==> config.mk <==
export PLATFORM = sky130hd
export DESIGN_NAME = led_scanner
export DESIGN_NICKNAME = d
export VERILOG_FILES = /design/src/rtl/led_scanner.sv
export SDC_FILE = /design/constraint.sdc
export NUM_CORES = 1
export LEC_CHECK = 0
export CAP_MARGIN = 10
export CORE_UTILIZATION = 50
export DETAILED_ROUTE_END_ITERATION = 10
export PLACE_DENSITY = 0.77
export SLEW_MARGIN = 20
export SYNTH_ARGS = -nofsm -noshare
export SYNTH_HDL_FRONTEND = slang
export SYNTH_SLANG_ARGS = --single-unit
==> constraint.sdc <==
create_clock -name i_clk -period 3.41 [get_ports i_clk]
set_input_delay 0.682 -clock i_clk [delete_from_list [all_inputs] [get_ports i_clk]]
set_output_delay 0.682 -clock i_clk [all_outputs]
set_load 0.1 [all_outputs]
==> src/rtl/led_scanner.sv <==
// rtl/led_scanner.sv - moving-segment LED bar scanner with programmable step rate
// Head LED plus optional trailing tail; bounce, wrap-left, wrap-right and hold modes.
module led_scanner #(
  parameter int WIDTH    = 8,
  parameter int TRAIL    = 1,
  parameter int PERIOD_W = 24,
  parameter int POS_W    = $clog2(WIDTH)
) (
  input  logic                i_clk,
  input  logic                i_rst_n,
  input  logic                i_en,
  input  logic [1:0]          i_mode,
  input  logic [PERIOD_W-1:0] i_period,
  input  logic                i_restart,
  output logic [WIDTH-1:0]    o_led,
  output logic [POS_W-1:0]    o_pos,
  output logic                o_step,
  output logic                o_wrap
);

  typedef enum logic {DIR_UP, DIR_DOWN} dir_e;

  localparam logic [1:0]       MODE_BOUNCE = 2'd0;
  localparam logic [1:0]       MODE_LEFT   = 2'd1;
  localparam logic [1:0]       MODE_RIGHT  = 2'd2;
  localparam logic [POS_W-1:0] POS_LAST    = POS_W'(WIDTH - 1);
  localparam logic [POS_W-1:0] POS_ONE     = POS_W'(1);

  logic [PERIOD_W-1:0] cnt_q, cnt_d;
  logic [POS_W-1:0]    pos_q, pos_d;
  dir_e                dir_q, dir_d;
  logic [WIDTH-1:0]    led_q, led_d;
  logic                step_q;
  logic                wrap_q, wrap_d;
  logic                tick;

  // >= lets a lowered period take effect at once instead of waiting for counter rollover
  assign tick = i_en && (cnt_q >= i_period);

  always_comb begin
    cnt_d  = cnt_q;
    pos_d  = pos_q;
    dir_d  = dir_q;
    wrap_d = 1'b0;
    if (i_en) begin
      cnt_d = tick ? '0 : cnt_q + PERIOD_W'(1);
    end
    if (tick) begin
      case (i_mode)
        MODE_BOUNCE: begin
          if (dir_q == DIR_UP) begin
            if (pos_q == POS_LAST) begin
              pos_d  = pos_q - POS_ONE;
              dir_d  = DIR_DOWN;
              wrap_d = 1'b1;
            end else begin
              pos_d = pos_q + POS_ONE;
            end
          end else begin
            if (pos_q == '0) begin
              pos_d  = POS_ONE;
              dir_d  = DIR_UP;
              wrap_d = 1'b1;
            end else begin
              pos_d = pos_q - POS_ONE;
            end
          end
        end
        MODE_LEFT: begin
          dir_d = DIR_UP;
          if (pos_q == POS_LAST) begin
            pos_d  = '0;
            wrap_d = 1'b1;
          end else begin
            pos_d = pos_q + POS_ONE;
          end
        end
        MODE_RIGHT: begin
          dir_d = DIR_DOWN;
          if (pos_q == '0) begin
            pos_d  = POS_LAST;
            wrap_d = 1'b1;
          end else begin
            pos_d = pos_q - POS_ONE;
          end
        end
        default: begin
        end
      endcase
    end
  end

  // Tail trails behind the direction of travel and is clipped at the bar ends
  always_comb begin
    led_d = '0;
    for (int k = 0; k < WIDTH; k++) begin
      if (dir_d == DIR_UP) begin
        led_d[k] = (k <= int'(pos_d)) && ((int'(pos_d) - k) < TRAIL);
      end else begin
        led_d[k] = (k >= int'(pos_d)) && ((k - int'(pos_d)) < TRAIL);
      end
    end
  end

  always_ff @(posedge i_clk or negedge i_rst_n) begin
    if (!i_rst_n) begin
      cnt_q  <= '0;
      pos_q  <= '0;
      dir_q  <= DIR_UP;
      led_q  <= WIDTH'(1);
      step_q <= 1'b0;
      wrap_q <= 1'b0;
    end else if (i_restart) begin
      cnt_q  <= '0;
      pos_q  <= '0;
      dir_q  <= DIR_UP;
      led_q  <= WIDTH'(1);
      step_q <= 1'b0;
      wrap_q <= 1'b0;
    end else begin
      cnt_q  <= cnt_d;
      pos_q  <= pos_d;
      dir_q  <= dir_d;
      led_q  <= led_d;
      step_q <= tick;
      wrap_q <= wrap_d;
    end
  end

  assign o_led  = led_q;
  assign o_pos  = pos_q;
  assign o_step = step_q;
  assign o_wrap = wrap_q;

endmodule

==> summary.txt, run 1 <==
Post-synth EDFFs: 0
largest net degree at the start of global routing: 39
chip height: 80.9 um
first-pass GRT wire length: 15,600 um
MaxCap Viol Count: 0
DRT antenna net count: 0
setup TNS: 0 ns
antenna violations before repair: 0
row count: 28
1st-pass router iterations: 5
Setup Skew: 0.00561 ns
Pwr Density: 263 nW/um^2
latest clock arrival within the worst-skew pair: 0.29 ns
Mapped Cells: 368
Mapped Nets: 438
cell count of the worst reg-to-reg path: 12
DIE WIDTH: 80.9 um
Max FO, Critical Path: 5
Post-Layout Cell Count: 550
n_diodes: 0
largest family of logic cells by synthesized area: compound AO/OA/AOI/OAI gates
Fmax: 300 MHz
H-tree levels: 2
Slew @ Worst Pin: 0.999 ns
flops & latches, synth: 38
Hold Crit Class: in2async
crit-path max cell delay: 0.45 ns
DRC: 0
setup slack, reg-to-reg: 0.10 ns
simple-gate share of the synthesized area: 20.0%
fin. max-slew vios: 0
Top delay family on crit path: compound AO/OA/AOI/OAI gates
Final Power: 1240 uW
CP endpoint kind: flip-flop
R2R Path End: o_led[5]
Buf/Inv on CP: 3
Main synth FF type: dfrtp_1
Port-buffer cells: 42
outcome: finished, final reports clean
Clock transition at path regs: 0.08 ns
initial core utilization: 52.2%
Nets: 544
Pleak: 0.00214 uW
Tcrit/Tclk final: 97.9%
CP Launch Type: input pin
GP Congestion: 0.847
quantity of hold-fixing buffers added after cts: 0
GRT Residual Overflow: 0
CP Cell Sequence: clkdlybuf4s50_1 -> inv_1 -> ha_2 -> a21oi_2 -> o21ai_1 -> a41oi_2 -> o211ai_4 -> o21ai_4 -> a2bb2oi_4 -> buf_6 -> ha_4 -> nor3_4 -> o21ai_2 -> a2111oi_2
Rel. slew slack: 33.2%
Setup CP Type: in2reg
Hold Fails Final Rpt: 0
CTS tree: built
CP required: 3.59 ns
Post-DP HPWL: 6200 um
vias post-DR: 3,316
synth-to-layout area growth: 51.3%
die area: 6540 um^2
GRT Total Usage: 31.7%
area share of xor/xnor cells in the synthesized design: 0.282%
CTS root buf: clkbuf_8
TritonCTS Sinks: 38
detailed-route wire length: 9880 um
crit path DAT: 3.52 ns
R2R Path Start: cnt_q[11]
DP Cell Count: 521
Synth async-reset ratio: 100%
CTS Buffer Depth: 2
final worst path period need: 3.34 ns
Post-Synth Adder-Cell Area: 16.1%
wire per inst: 18.0 um
DRT iter0 DRCs: 221
Worst VDD drop: 0.235 mV
Core ar.: 5960 um^2
share of cells above drive strength 1: 40.4%
CTS buffer count: 5
setup violators final: 0
yosys warns: 0
post-synth design cell area: 3110 um^2
vias in the first global route: 3,345
Synth Area in Compound Gates: 25.6%
sequential area share after synthesis: 30.6%
Avg Cell Area, Syn: 8.45 um^2
Max stage delay cell, worst path: clkdlybuf4s50_1
vias per cell: 6.03
count of different cell masters after synthesis: 62
IO Count: 43
mux contribution to synthesized area: 0.644%
## registers in the layout, indices dropped and copies added (netlist names)
register / cells
cnt_q: 24
o_led: 8
o_pos: 3
dir_q: 1
o_step: 1
o_wrap: 1
## routing by layer
metal / global-route usage, % / vias to the layer above / part of all wire, %
met3: 6.40 / 56 / 5.4
met5: 0 / - / 0
li1: - / 1532 / -
met4: 19.6 / 0 / 5.6
met2: 57.2 / 151 / 53
met1: 33.5 / 1577 / 36
## what timing repair did
item	4_1_cts	5_1_grt
cloned	0	0
setup endpoints to repair	8	8
gates resized for setup	67	68
pin swaps	46	40
buffers inserted	17	4
## cell type report
cell class	count	area [um^2]
Fill cell	391	1250
Timing Repair Buffer	113	932
Sequential cell	38	956
Clock inverter	3	68.8
Tap cell	75	93.8
Inverter	38	150
Multi-Input combinational cell	278	2440
Clock buffer	5	68.8
## through the flow
step           setup slack [ns]  util (%)  hold slack (ns)  instance area [um^2]
6_report                 0.0716      79.0            0.497                  4710
2_1_floorplan           0.00473         -            0.386                  3210
4_1_cts                0.000375      77.2            0.525                  4600
5_1_grt                 -0.0331      79.0            0.557                  4710
3_3_place_gp             -0.539      68.0            0.478                  4050
3_5_place_dp             -0.696      68.0            0.497                  4050
## where the power goes
group	switching (uW)	internal (uW)	total, uW	leakage [uW]
clock network	177	293	470	0.0000683
registers	5.98	456	462	0.000521
logic	166	140	307	0.00155
total	350	890	1240	0.00214
## worst register-to-register path: cells and delay by family (launching register included)
kind	cells	cell delay [ns]
AO/OA/AOI/OAI	7	1.71
flip-flops	1	0.49
adder cells (fa/ha/maj)	2	0.46
AND/OR/NAND/NOR	2	0.37
buffers and inverters	1	0.15
## cells in the mapped netlist (2+ instances only)
cell type   n  area, um^2
a2111oi_1   2        20.0
a21o_1      4        30.0
a21oi_1    13        65.1
a31oi_1     8        50.1
and2_1      2        12.5
and3_1      8        50.1
and4_1      2        17.5
buf_2       3        15.0
clkbuf_1    9        33.8
dfrtp_1    37         926
ha_1       40         500
inv_1      36         135
mux2i_1     2        20.0
nand2_1    30         113
nand3_1    14        70.1
nand3b_1    2        15.0
nand4_1     6        37.5
nand4_2     2        25.0
nor2_1     42         158
nor2b_1     2        12.5
nor3_1      4        20.0
nor3b_1     3        22.5
o211ai_1    2        15.0
o211ai_4    2        42.5
o21a_1      2        15.0
o21ai_0    50         250
o21ai_1     2        10.0
o31ai_1     4        30.0
o41ai_2     2        32.5
## layout by cell type (no fill, tap or decap), types with 6 or more instances in the layout
cell type and count:
nor2_1 39, clkbuf_2 15, nand4_1 6, dfrtp_1 34
o21ai_0 47, dlymetal6s2s_1 7, nand2_1 26, inv_2 20
ha_4 23, ha_1 15, a21oi_1 12, buf_4 66
buf_6 7, and3_1 8, inv_1 15, nand3_1 14
clkdlybuf4s50_1 14, a31oi_1 8
## worst max-delay path by stage
| stage | endpoint | startpoint | cells after the start |
|---|---|---|---|
| global route | o_led[5] | cnt_q[11] | 12 |
| CTS | o_led[5] | i_period[9] | 14 |
| finish | o_led[5] | i_period[4] | 14 |
| global placement | o_led[5] | i_period[10] | 13 |
| floorplan | o_led[5] | i_period[10] | 13 |
| detailed placement | o_led[1] | i_period[17] | 13 |
## cells by family (layout without fill, tap and decap cells)
logic type / count (synthesis) / after routing
and+or+nand+nor: 124 / 124
AOI/OAI and AO/OA: 111 / 111
buffers and inverters: 52 / 159
adders and majority gates: 40 / 40
DFF: 38 / 38
muxes: 2 / 2
xor gates and xnor gates: 1 / 1
Power figures use the tool's default switching activity.
==> run 2, diff against run 1 <==
--- a/config.mk
+++ b/config.mk
@@ -6,9 +6,10 @@
 export NUM_CORES = 1
 export LEC_CHECK = 0
 export CAP_MARGIN = 10
-export CORE_UTILIZATION = 50
+export CORE_UTILIZATION = 45
 export DETAILED_ROUTE_END_ITERATION = 10
-export PLACE_DENSITY = 0.77
+export GPL_TIMING_DRIVEN = 0
+export PLACE_DENSITY = 0.7
 export SLEW_MARGIN = 20
 export SYNTH_ARGS = -nofsm -noshare
 export SYNTH_HDL_FRONTEND = slang
==> run 2 against run 1 <==
  * The run now ends with negative setup slack left
  * Via count is 5.4% lower
  * Design area is 1.8% lower
  * Final cell count is 1.3% lower
  * Non-clock buffer count is 9 lower
  * Register-to-register slack worse by 0.18 ns
  * Clock skew hardly changed
  * Critical path depth is 3 higher
  * Global-route usage is 6.4 points lower
  * Combinational power is 9.8% lower
  * First-iteration DRC count is 1.4% higher
  * Fmax is 5.2% lower
  * Critical path type unchanged
  * Critical endpoint unchanged
  * Largest cell class unchanged
  * Largest power group is now sequential cells
==> summary.txt, run 2 (same netlist as run 1, synthesis figures left out) <==
Port-buffer cells: 41
GP Congestion: 0.892
share of cells above drive strength 1: 36.7%
CP Cell Sequence: buf_6 -> inv_4 -> ha_4 -> nand4_4 -> nor4_4 -> nand4_2 -> o211ai_4 -> buf_12 -> o21ai_4 -> a2bb2oi_4 -> buf_8 -> nor3_4 -> buf_6 -> ha_4 -> nor2_4 -> o21ai_2 -> a2111oi_4
Setup Skew: 0.00539 ns
Pleak: 0.00201 uW
Clk pwr share: 34.1%
Top reg by flops: cnt_q
Net Sw Frac: 29.1%
RSZ-0062 raised after global routing: true
Core ar.: 6490 um^2
CTS buffer count: 5
Flop pwr share: 41.2%
Gate power share: 24.7%
Worst VDD drop: 0.208 mV
internal power: 796 uW
Post-DP HPWL: 5720 um
DRT iter0 DRCs: 224
fin. max-slew vios: 0
Rel. slew slack: 34.3%
CTS Buffer Depth: 2
initial core utilization: 47.9%
placed cell area: 3740 um^2
DRT antenna net count: 0
GRT Residual Overflow: 0
CP Launch Type: input pin
first-pass GRT wire length: 14,600 um
n_diodes: 0
post-route cell area: 4620 um^2
crit path DAT: 3.70 ns
violated checks: negative setup slack
CTS tree: built
latest clock arrival within the worst-skew pair: 0.30 ns
DIE WIDTH: 85.1 um
synth-to-layout area growth: 48.6%
commonest non-fill, non-tap cell in the layout: o21ai_0
post-route core utilization: 71.2%
Clock transition at path regs: 0.08 ns
TritonCTS Sinks: 38
largest net degree at the start of global routing: 21
Pwr Density: 243 nW/um^2
post-route setup slack: -0.112 ns
NetSw: 327 uW
MaxCap Viol Count: 0
Max FO, Critical Path: 4
Tcrit/Tclk final: 103%
Setup CP Type: in2reg
crit-path max cell delay: 0.38 ns
Fmax: 284 MHz
wire per inst: 16.3 um
most frequent cells in the layout: o21ai_0, buf_4, nor2_1
die area: 7250 um^2
antenna violations before repair: 0
row count: 29
CP required: 3.59 ns
Post-Layout Cell Count: 543
CP endpoint kind: flip-flop
vias per cell: 5.78
Final Power: 1120 uW
chip height: 85.1 um
DP Cell Count: 487
Slew @ Worst Pin: 0.982 ns
GRT Total Usage: 25.3%
IO Count: 43
vias post-DR: 3,136
Largest register FFs: 24
outcome: finished with violations
setup TNS: -0.277 ns
Max stage delay cell, worst path: a2111oi_4
DRC: 0
detailed-route wire length: 8860 um
Hold Crit Class: in2async
CTS root buf: clkbuf_8
1st-pass router iterations: 4
Nets: 535
quantity of hold-fixing buffers added after cts: 0
final worst path period need: 3.52 ns
vias in the first global route: 3,036
H-tree levels: 2
setup violators final: 4
Hold Fails Final Rpt: 0
==> run 2: path summary, 6_finish.rpt <==
kind | slack [ns] | startpoint | cells after the start | endpoint
setup / recovery | -0.11 | i_period[21] | 17 | o_led[5]
max in group asynchronous | 2.51 | i_rst_n | 2 | o_led[0]
min in group i_clk | 0.53 | cnt_q[10] | 1 | cnt_q[10]
hold reg to reg | 0.53 | cnt_q[10] | 1 | cnt_q[10]
hold / removal | 0.35 | i_rst_n | 1 | cnt_q[21]
setup reg to reg | -0.08 | cnt_q[23] | 15 | o_led[5]
==> run 2: power by group through the flow <==
| stage | sequential, uW | combinational [uW] | clock (uW) |
|---|---|---|---|
| after floorplan | 494 | 109 | 0 |
| after global placement | 471 | 204 | 0 |
| after detailed placement | 471 | 212 | 0 |
| after CTS | 463 | 249 | 390 |
| after global routing | 464 | 304 | 409 |
| final | 463 | 277 | 382 |
==> run 2: per-layer routing <==
layer | vias to the layer above | track usage [%] | share of wire (%)
met5 | - | 0 | 0
met4 | 0 | 8.01 | 1.7
met3 | 14 | 3.02 | 3.4
met2 | 77 | 46.7 | 53
met1 | 1527 | 30.5 | 42
li1 | 1518 | - | -
==> run 2: timing repair <==
action,in CTS,in global routing
resized for setup,127,27
setup buffers,28,20
pin swaps,49,29
endpoints found under the setup margin,25,20
==> run 2: per-stage QoR <==
stage                     hold WS [ns]  setup WS, ns
after floorplan                  0.386       0.00473
after global placement           0.477         -1.01
after detailed placement         0.496         -1.05
after CTS                        0.365       -0.0373
after global routing             0.381        -0.239
final                            0.349        -0.112
==> run 2: final cells by class <==
| cell class | count | area [um^2] |
|---|---|---|
| Sequential cell | 38 | 960 |
| Inverter | 38 | 150 |
| Multi-Input combinational cell | 278 | 2460 |
| Clock buffer | 7 | 76.3 |
| Tap cell | 77 | 96.3 |
| Timing Repair Buffer | 90 | 782 |
| Fill cell | 464 | 1870 |
| Clock inverter | 1 | 30.0 |
| Buffer | 14 | 71.3 |
==> run 2: critical path: cells and delay by family <==
kind | cells | cell delay, ns
buffers and inverters | 5 | 0.51
AND/OR/NAND/NOR | 5 | 1.02
AO/OA/AOI/OAI | 5 | 1.00
adder cells (fa/ha/maj) | 2 | 0.47
==> run 3, diff against run 2 <==
--- a/config.mk
+++ b/config.mk
@@ -9,6 +9,7 @@
 export CORE_UTILIZATION = 45
 export DETAILED_ROUTE_END_ITERATION = 10
 export GPL_TIMING_DRIVEN = 0
+export HOLD_SLACK_MARGIN = 0.15
 export PLACE_DENSITY = 0.7
 export SLEW_MARGIN = 20
 export SYNTH_ARGS = -nofsm -noshare
==> results of run 3 <==
The final DEF is identical to that of run 2; final timing and power are the same.
